==> src/rtl/constants_pkg.sv <==
// Platform-wide physical constants shared across the memory subsystem.
package constants_pkg;

    localparam int PHY_LEN = 32;

endpackage

==> src/rtl/mem_pkg.sv <==
// Types and constants shared by the memory arbiter and its picker.
package mem_pkg;

    import constants_pkg::*;

    localparam int LINE_W_DEFAULT = 128;
    localparam logic [PHY_LEN-1:0] LINE_OFS_MASK = PHY_LEN'(LINE_W_DEFAULT / 8 - 1);

    typedef enum logic [1:0] {
        IDLE,
        ISSUE,
        WAIT
    } arb_state_t;

    typedef enum logic {
        OWN_I,
        OWN_D
    } arb_owner_t;

    typedef struct packed {
        logic                      we;
        logic [PHY_LEN-1:0]        addr;
        logic [LINE_W_DEFAULT-1:0] wdata;
    } mem_req_t;

    // Memory is addressed by whole lines, so the byte offset is dropped.
    function automatic logic [PHY_LEN-1:0] line_align(input logic [PHY_LEN-1:0] addr);
        return addr & ~LINE_OFS_MASK;
    endfunction

endpackage

==> src/rtl/arb_pick2.sv <==
// Two-way request picker. MEM_ARB_RR_EN selects round-robin with a last-owner
// flop; otherwise dcache has fixed priority over icache.
module arb_pick2 (
    input  logic clk,
    input  logic rst,
    input  logic en,
    input  logic i_req,
    input  logic d_req,
    output logic i_pick,
    output logic d_pick
);

`ifdef MEM_ARB_RR_EN
    logic last_d;

    // Resets to "icache last" so the first tie goes to the dcache.
    always_ff @(posedge clk or negedge rst) begin
        if (!rst) begin
            last_d <= 1'b0;
        end else if (d_pick) begin
            last_d <= 1'b1;
        end else if (i_pick) begin
            last_d <= 1'b0;
        end
    end

    assign d_pick = en & d_req & (~i_req | ~last_d);
`else
    logic unused_clk_rst;
    assign unused_clk_rst = ^{clk, rst};

    assign d_pick = en & d_req;
`endif

    assign i_pick = en & i_req & ~d_pick;

endmodule

==> src/rtl/mem_arbiter.sv <==
// Single-outstanding arbiter sharing one line-wide memory port between the
// icache refill and dcache refill/writeback paths. MEM_ARB_RR_EN enables round-robin.
//
// state | meaning
// IDLE  | no transaction; grant a pending request in the same cycle
// ISSUE | mem_req_valid held with latched fields until mem_req_ready
// WAIT  | accepted by memory; next mem_resp_valid goes to the owner
module mem_arbiter
    import constants_pkg::*;
    import mem_pkg::*;
#(
    parameter int ADDR_W = PHY_LEN,
    parameter int LINE_W = LINE_W_DEFAULT
) (
    input  logic              clk,
    input  logic              rst,
    input  logic              i_req,
    input  logic [ADDR_W-1:0] i_addr,
    output logic              i_gnt,
    output logic              i_rvalid,
    output logic [LINE_W-1:0] i_rdata,
    input  logic              d_req,
    input  logic              d_we,
    input  logic [ADDR_W-1:0] d_addr,
    input  logic [LINE_W-1:0] d_wdata,
    output logic              d_gnt,
    output logic              d_rvalid,
    output logic [LINE_W-1:0] d_rdata,
    output logic              mem_req_valid,
    input  logic              mem_req_ready,
    output logic              mem_req_we,
    output logic [ADDR_W-1:0] mem_req_addr,
    output logic [LINE_W-1:0] mem_req_wdata,
    input  logic              mem_resp_valid,
    input  logic [LINE_W-1:0] mem_resp_rdata,
    output logic              err_spurious
);

    arb_state_t state;
    arb_owner_t owner;
    mem_req_t   lat;
    logic       idle;

    // Gating with rst keeps grants low while reset is held.
    assign idle = (state == IDLE) & rst;

    arb_pick2 u_pick (
        .clk    (clk),
        .rst    (rst),
        .en     (idle),
        .i_req  (i_req),
        .d_req  (d_req),
        .i_pick (i_gnt),
        .d_pick (d_gnt)
    );

    always_ff @(posedge clk or negedge rst) begin
        if (!rst) begin
            state         <= IDLE;
            owner         <= OWN_I;
            lat           <= '0;
            mem_req_valid <= 1'b0;
            err_spurious  <= 1'b0;
        end else begin
            if (mem_resp_valid && state != WAIT) begin
                err_spurious <= 1'b1;
            end
            case (state)
                IDLE: begin
                    if (d_gnt) begin
                        owner         <= OWN_D;
                        lat.we        <= d_we;
                        lat.addr      <= line_align(d_addr);
                        lat.wdata     <= d_wdata;
                        mem_req_valid <= 1'b1;
                        state         <= ISSUE;
                    end else if (i_gnt) begin
                        owner         <= OWN_I;
                        lat.we        <= 1'b0;
                        lat.addr      <= line_align(i_addr);
                        lat.wdata     <= '0;
                        mem_req_valid <= 1'b1;
                        state         <= ISSUE;
                    end
                end
                ISSUE: begin
                    if (mem_req_ready) begin
                        mem_req_valid <= 1'b0;
                        state         <= WAIT;
                    end
                end
                WAIT: begin
                    if (mem_resp_valid) begin
                        state <= IDLE;
                    end
                end
                default: begin
                    mem_req_valid <= 1'b0;
                    state         <= IDLE;
                end
            endcase
        end
    end

    assign mem_req_we    = lat.we;
    assign mem_req_addr  = lat.addr;
    assign mem_req_wdata = lat.wdata;

    assign i_rvalid = (state == WAIT) & mem_resp_valid & (owner == OWN_I);
    assign d_rvalid = (state == WAIT) & mem_resp_valid & (owner == OWN_D);
    assign i_rdata  = i_rvalid ? mem_resp_rdata : '0;
    assign d_rdata  = d_rvalid ? mem_resp_rdata : '0;

endmodule

==> config.mk <==
export PLATFORM = sky130hd
export DESIGN_NAME = mem_arbiter
export DESIGN_NICKNAME = d
export VERILOG_FILES = /design/src/rtl/constants_pkg.sv /design/src/rtl/mem_pkg.sv /design/src/rtl/arb_pick2.sv /design/src/rtl/mem_arbiter.sv
export SDC_FILE = /design/constraint.sdc
export NUM_CORES = 1
export LEC_CHECK = 0
export CAP_MARGIN = 20
export CORE_AREA = 2 2 293 295
export DETAILED_ROUTE_END_ITERATION = 10
export DIE_AREA = 0 0 295 297
export PLACE_DENSITY = 0.41
export SETUP_SLACK_MARGIN = 0.02
export SYNTH_ARGS = -nofsm -noshare
export SYNTH_HDL_FRONTEND = slang
export SYNTH_SLANG_ARGS = --single-unit
==> constraint.sdc <==
create_clock -name clk -period 2.2 [get_ports clk]
set_input_delay 0.22 -clock clk [delete_from_list [all_inputs] [get_ports clk]]
set_output_delay 0.22 -clock clk [all_outputs]
set_load 0.02 [all_outputs]
==> impl_metrics.yaml, run 1 <==
run_status:
  status: "finished, violations left"
  failed_checks: "negative setup slack"
routing:
  drc: 0
  drtPass1Iterations: 4
  wl_per_cell_um: 19.5
  vias: 8580
  ant_nets: 0
  drtIter0Drc: 292
  routed_wl_um: 51100
  routed_via_density: 3.27
finish:
  fill_cells: 9304
  multi_input_area_mm2: 0.00355
  drive_gt1_share_pct: 30.4
  final_cell_mix: "476 x clkdlybuf4s50_1, 181 x and2_1, 162 x dfrtp_1, 129 x a22o_1, 104 x buf_4"
  final_common_cell: "clkdlybuf4s50_1"
  seq_area_mm2: 0.00405
  finalNonFillerCells: 2627
  final_nets: 1796
  area_delta_synth_final_pct: 131
  final_core_util_pct: 21.1
setup_path:
  critical_path.max_fanout: 14
  crit_start: "state[0]"
  critPathKind: "flop to output port"
  worstSetupStartpointType: "flop"
  cp.arrival_ns: 2.08
  required_ns: 1.98
  endpoint_kind: "output port"
  r2r_start: "state[0]"
timing:
  fmax_mhz: 435
  post-route-period-util_pct: 105
  clock_skew_ns: 0.0196
  grt_setup_unrepaired: "true"
  slew_violations: 0
  relSlewSlack_pct: 42.7
  layout_setup_ws_ns: -0.101
  finalHoldViolCount: 0
  tightest_slew_ns: 0.859
  finalSetupViolCount: 130
  period_minus_slack_ns: 2.30
die:
  ioPinCount: 750
  fp.dieW_um: 295
  die_h_um: 297
  fp-row-count: 107
  die_area_mm2: 0.0876
  initial_core_util_pct: 9.11
  core_mm2: 0.0845
clocking:
  clock_latency_ns: 0.47
  cts.reportedPaths.clkPinSlew_ns: 0.08
  cts_root_buf: "clkbuf_16"
  cts_tree: "done"
  cts_max_path_buffers: 2
  cts-htree-levels: 4
  cts_made_buffers: 17
  clock-sinks: 162
worst_hold_path:
  hold_path_class: "primary input to flop"
  hold_path.startpoint: "d_wdata[21]"
synth:
  syn-cell-area_mm2: 0.00770
  synth.distinct_cells: 23
  ys_ff_latch: 162
  syn_inst: 696
  synth_warnings: 0
  avgSynthCellArea_um2: 11.1
  ys_seq_area_share_pct: 52.7
global_routing:
  first_global_vias: 9049
  grt_overflow: 0
  grt_max_degree: 81
  grt_pass1_wl_um: 66600
  antenna_found_initial: 7
  grt.total_usage_pct: 10.6
placed_design:
  port_buffers: 737
  hpwlAfterDp_um: 38500
  place_ws_ns: -0.288
  placed_cells: 2552
  routabilityCongestion: 0.878
pwr:
  finalPower_mw: 18.1
  pwr_density_cell_mw_per_mm2: 1020
  ir_drop_v: 0.000481
  p_leak_nw: 7.89
run:
  maxCapViolations: 0
## critical path: stages (launching register included)
cell      delay, ns
dfrtp_1        0.41
nand2b_4       0.17
nor3b_4        0.20
buf_6          0.18
buf_12         0.16
buf_12         0.15
and2_4         0.19
buf_6          0.13
## sequential cells by signal (all words and copies together) (netlist names)
| name | flops |
|---|---|
| mem_req_wdata | 128 |
| mem_req_addr | 28 |
| state | 2 |
| err_spurious | 1 |
| mem_req_valid | 1 |
| mem_req_we | 1 |
| owner | 1 |
## cell families (layout without fill, tap and decap cells)
kind of cell	Yosys count	count (layout)	share of synthesized area (%)
simple gates	269	269	21.8
flops	162	162	52.7
buf+inv	74	857	4.29
compound gates	190	190	21.2
other cells	1	5	0.0487
## timing repair
action                                  4_1_cts  5_1_grt
resized for setup                           615      489
pin swaps                                     2       19
gates cloned                                  2       20
hold buffers                                  1        0
endpoints found under the setup margin      326      344
setup buffers                                 4       16
hold endpoints to repair                     45        0
## routing by layer
metal / global-route usage (%) / vias to the layer above / part of all wire [%]
met1: 12.4 / 4191 / 42
met3: 3.06 / 42 / 6.8
met2: 18.7 / 347 / 50
li1: - / 3992 / -
met5: 0 / - / 0.072
met4: 3.06 / 8 / 1.6
## worst paths after layout
| check | to | slack [ns] | cells after the start |
|---|---|---|---|
| min reg2reg | mem_req_addr[18] | 0.49 | 1 |
| max reg2reg | mem_req_wdata[55] | 0.08 | 8 |
| min | mem_req_wdata[21] | 0.35 | 2 |
| max in group asynchronous | mem_req_wdata[98] | 0.30 | 4 |
| min in group asynchronous | mem_req_wdata[120] | 0.57 | 3 |
| max | i_rdata[73] | -0.10 | 7 |
## Yosys cell counts
cell       number  area [um^2]
nor2_1          1         3.75
or3b_1          1         8.76
nor2_2          1         6.26
a22o_1        129         1130
o2bb2ai_1      28          245
a22oi_1        28          210
nor3b_1         1         7.51
nand2_1         4         15.0
buf_4           4         30.0
and4b_1         1         10.0
buf_2          24          120
clkbuf_1       44          165
conb_1          1         3.75
and2_1        256         1600
a21o_1          2         15.0
buf_6           1         11.3
nand2b_1        1         6.26
nand3b_1        1         7.51
inv_1           1         3.75
dfrtp_1       162         4050
o21ai_0         2         10.0
nor2b_1         2         12.5
o21bai_4        1         18.8
## layout make-up
type	count	share of cell area (%)
Timing Repair Buffer	824	45.8
Sequential cell	162	22.8
Multi-Input combinational cell	463	19.9
Tap cell	1144	8.04
Clock buffer	20	2.62
Clock inverter	12	0.816
Inverter	1	0.0211
Antenna cell	1	0.0141
## stage by stage
stage	hold slack, ns	TNS, ns	instance area (um^2)
final	0.347	-4.10	17800
after global routing	0.327	-20.20	17800
after CTS	0.279	-32.96	17100
after detailed placement	0.445	-35.89	16700
after global placement	0.444	-35.38	16700
after floorplan	-0.0756	0	7710
## where the power goes
group          switching, mW  total [mW]  internal (mW)  leakage, nW
Clock                   1.40        3.19           1.79        0.305
Combinational           4.76        9.71           4.95         5.52
Sequential             0.828        5.21           4.38         2.06
Total                   6.99        18.1           11.1         7.89
Power figures use the tool's default switching activity.
==> run 2, diff against run 1 <==
Settings changed: CTS_CLUSTER_SIZE from default to 24, SETUP_SLACK_MARGIN 0.02 to 0.1.
==> run 2 against run 1 <==
Effect of this change:
- the run still ends with negative setup slack left
- first-iteration DRC count grew 13%
- power shrank 0.56%
- die area is the same
- sequential power is essentially flat
- clock power is essentially flat
- critical path type unchanged
- largest cell class unchanged
==> impl_metrics.yaml, run 2 (same netlist as run 1, synthesis figures left out) <==
clocking:
  cts_tree: "done"
  cts_made_buffers: 17
  cts.reportedPaths.clkPinSlew_ns: 0.08
  cts-htree-levels: 4
  cts_root_buf: "clkbuf_16"
  cts_max_path_buffers: 2
  clock_latency_ns: 0.47
  clock-sinks: 162
timing:
  finalHoldViolCount: 0
  clock_skew_ns: 0.0189
  holdWs_ns: 0.347
  tightest_slew_ns: 0.866
  post-route-period-util_pct: 105
  period_minus_slack_ns: 2.31
  relSlewSlack_pct: 42.3
  grt_setup_unrepaired: "true"
  layout_setup_ws_ns: -0.109
  fmax_mhz: 433
  slew_violations: 0
  finalSetupViolCount: 119
pwr:
  p_leak_nw: 7.74
  ir_drop_v: 0.000487
  intPower_mw: 11.1
  switching_share_pct: 38.6
  clock_power_share_pct: 17.7
  p_sw_mw: 6.95
  p_seq_share_pct: 29.0
  combPwrFrac_pct: 53.3
  pwr_density_cell_mw_per_mm2: 1010
setup_path:
  critical_path.max_fanout: 6
  required_ns: 1.98
  critPathKind: "flop to output port"
  cp.arrival_ns: 2.09
  endpoint_kind: "output port"
  worstSetupStartpointType: "flop"
die:
  core_mm2: 0.0845
  die_area_mm2: 0.0876
  initial_core_util_pct: 9.11
  fp.dieW_um: 295
  fp-row-count: 107
  die_h_um: 297
  ioPinCount: 750
finish:
  final_common_cell: "clkdlybuf4s50_1"
  seq_area_mm2: 0.00405
  largest_reg_flops: 128
  final_cell_mix: "476 x clkdlybuf4s50_1, 202 x and2_1, 162 x dfrtp_1, 129 x a22o_1, 128 x buf_6"
  final_nets: 1783
  fin_area_mm2: 0.0179
  area_delta_synth_final_pct: 132
  fill_cells: 9258
  multi_input_area_mm2: 0.00349
  drive_gt1_share_pct: 28.8
routing:
  routed_wl_um: 50000
  routed_via_density: 3.27
  ant_nets: 0
  drtIter0Drc: 331
  drc: 0
  drtPass1Iterations: 5
  vias: 8560
  wl_per_cell_um: 19.1
placed_design:
  routabilityCongestion: 0.878
  place_area_mm2: 0.0167
  port_buffers: 737
  hpwlAfterDp_um: 38500
  place_ws_ns: -0.288
global_routing:
  grt_overflow: 0
  grt_pass1_wl_um: 67800
  grt.total_usage_pct: 10.8
  grt_max_degree: 81
  antenna_found_initial: 9
  first_global_vias: 9145
worst_hold_path:
  hold_path_class: "primary input to flop"
run:
  maxCapViolations: 0
run_status:
  status: "finished, violations left"
  failed_checks: "negative setup slack"
==> run 2: metrics by stage <==
stage	TNS, ns	cells	power (mW)	util, %
detailed placement	-35.89	2552	14.5	19.7
finish	-5.13	2616	18.0	21.2
global route	-23.04	2615	19.0	21.2
CTS	-19.75	2603	18.2	20.9
global placement	-35.38	2552	14.6	19.7
floorplan	0	699	9.18	-
==> run 2: power groups by stage <==
stage,Sequential (mW),Clock (mW),Combinational (mW)
after global routing,5.40,3.46,10.1
after floorplan,6.89,0,2.29
after global placement,5.23,0,9.34
after CTS,5.22,3.37,9.56
after detailed placement,5.23,0,9.30
final,5.22,3.19,9.60
==> run 2: final cells by class <==
cell class	instances	area share [%]
repair buffers	811	46.3
flip-flops and latches	162	22.7
inverters	1	0.0210
well taps	1144	8.01
diodes	3	0.0420
clock inverters	12	0.812
multi-input cells	463	19.5
clock buffers	20	2.61
==> run 2: layer usage <==
metal,wire length [um],vias to the layer above,GRT usage [%]
li1,-,3971,-
met1,20500,4186,12.7
met2,25300,352,19.0
met3,3310,43,2.89
met4,809,8,3.28
met5,41,-,0
==> run 2: worst max-delay path: stages, from the launching register on <==
cell	delay (ns)
dfrtp_1	0.42
nand2b_4	0.17
nor3b_4	0.17
buf_6	0.14
buf_12	0.14
buf_12	0.15
clkbuf_16	0.16
and2_4	0.14
buf_6	0.11
==> run 2: path summary, 6_finish.rpt <==
| check | from | endpoint | slack, ns | cells past startpoint |
|---|---|---|---|---|
| hold reg to reg | mem_req_addr[18] | mem_req_addr[18] | 0.49 | 1 |
| min in group asynchronous | rst | mem_req_wdata[124] | 0.56 | 3 |
| max in group asynchronous | rst | mem_req_wdata[98] | 0.31 | 4 |
| hold / removal | d_wdata[21] | mem_req_wdata[21] | 0.35 | 2 |
| setup reg to reg | state[0] | mem_req_wdata[22] | -0.02 | 7 |
| setup / recovery | state[0] | i_rdata[104] | -0.11 | 8 |
==> run 2: repair_timing <==
item / in CTS / in global routing
pin swaps: 6 / 13
resized for setup: 1040 / 163
hold buffers: 1 / 0
setup buffers: 12 / 3
hold endpoints to repair: 45 / 0
gates cloned: 6 / 8
endpoints found under the setup margin: 340 / 452
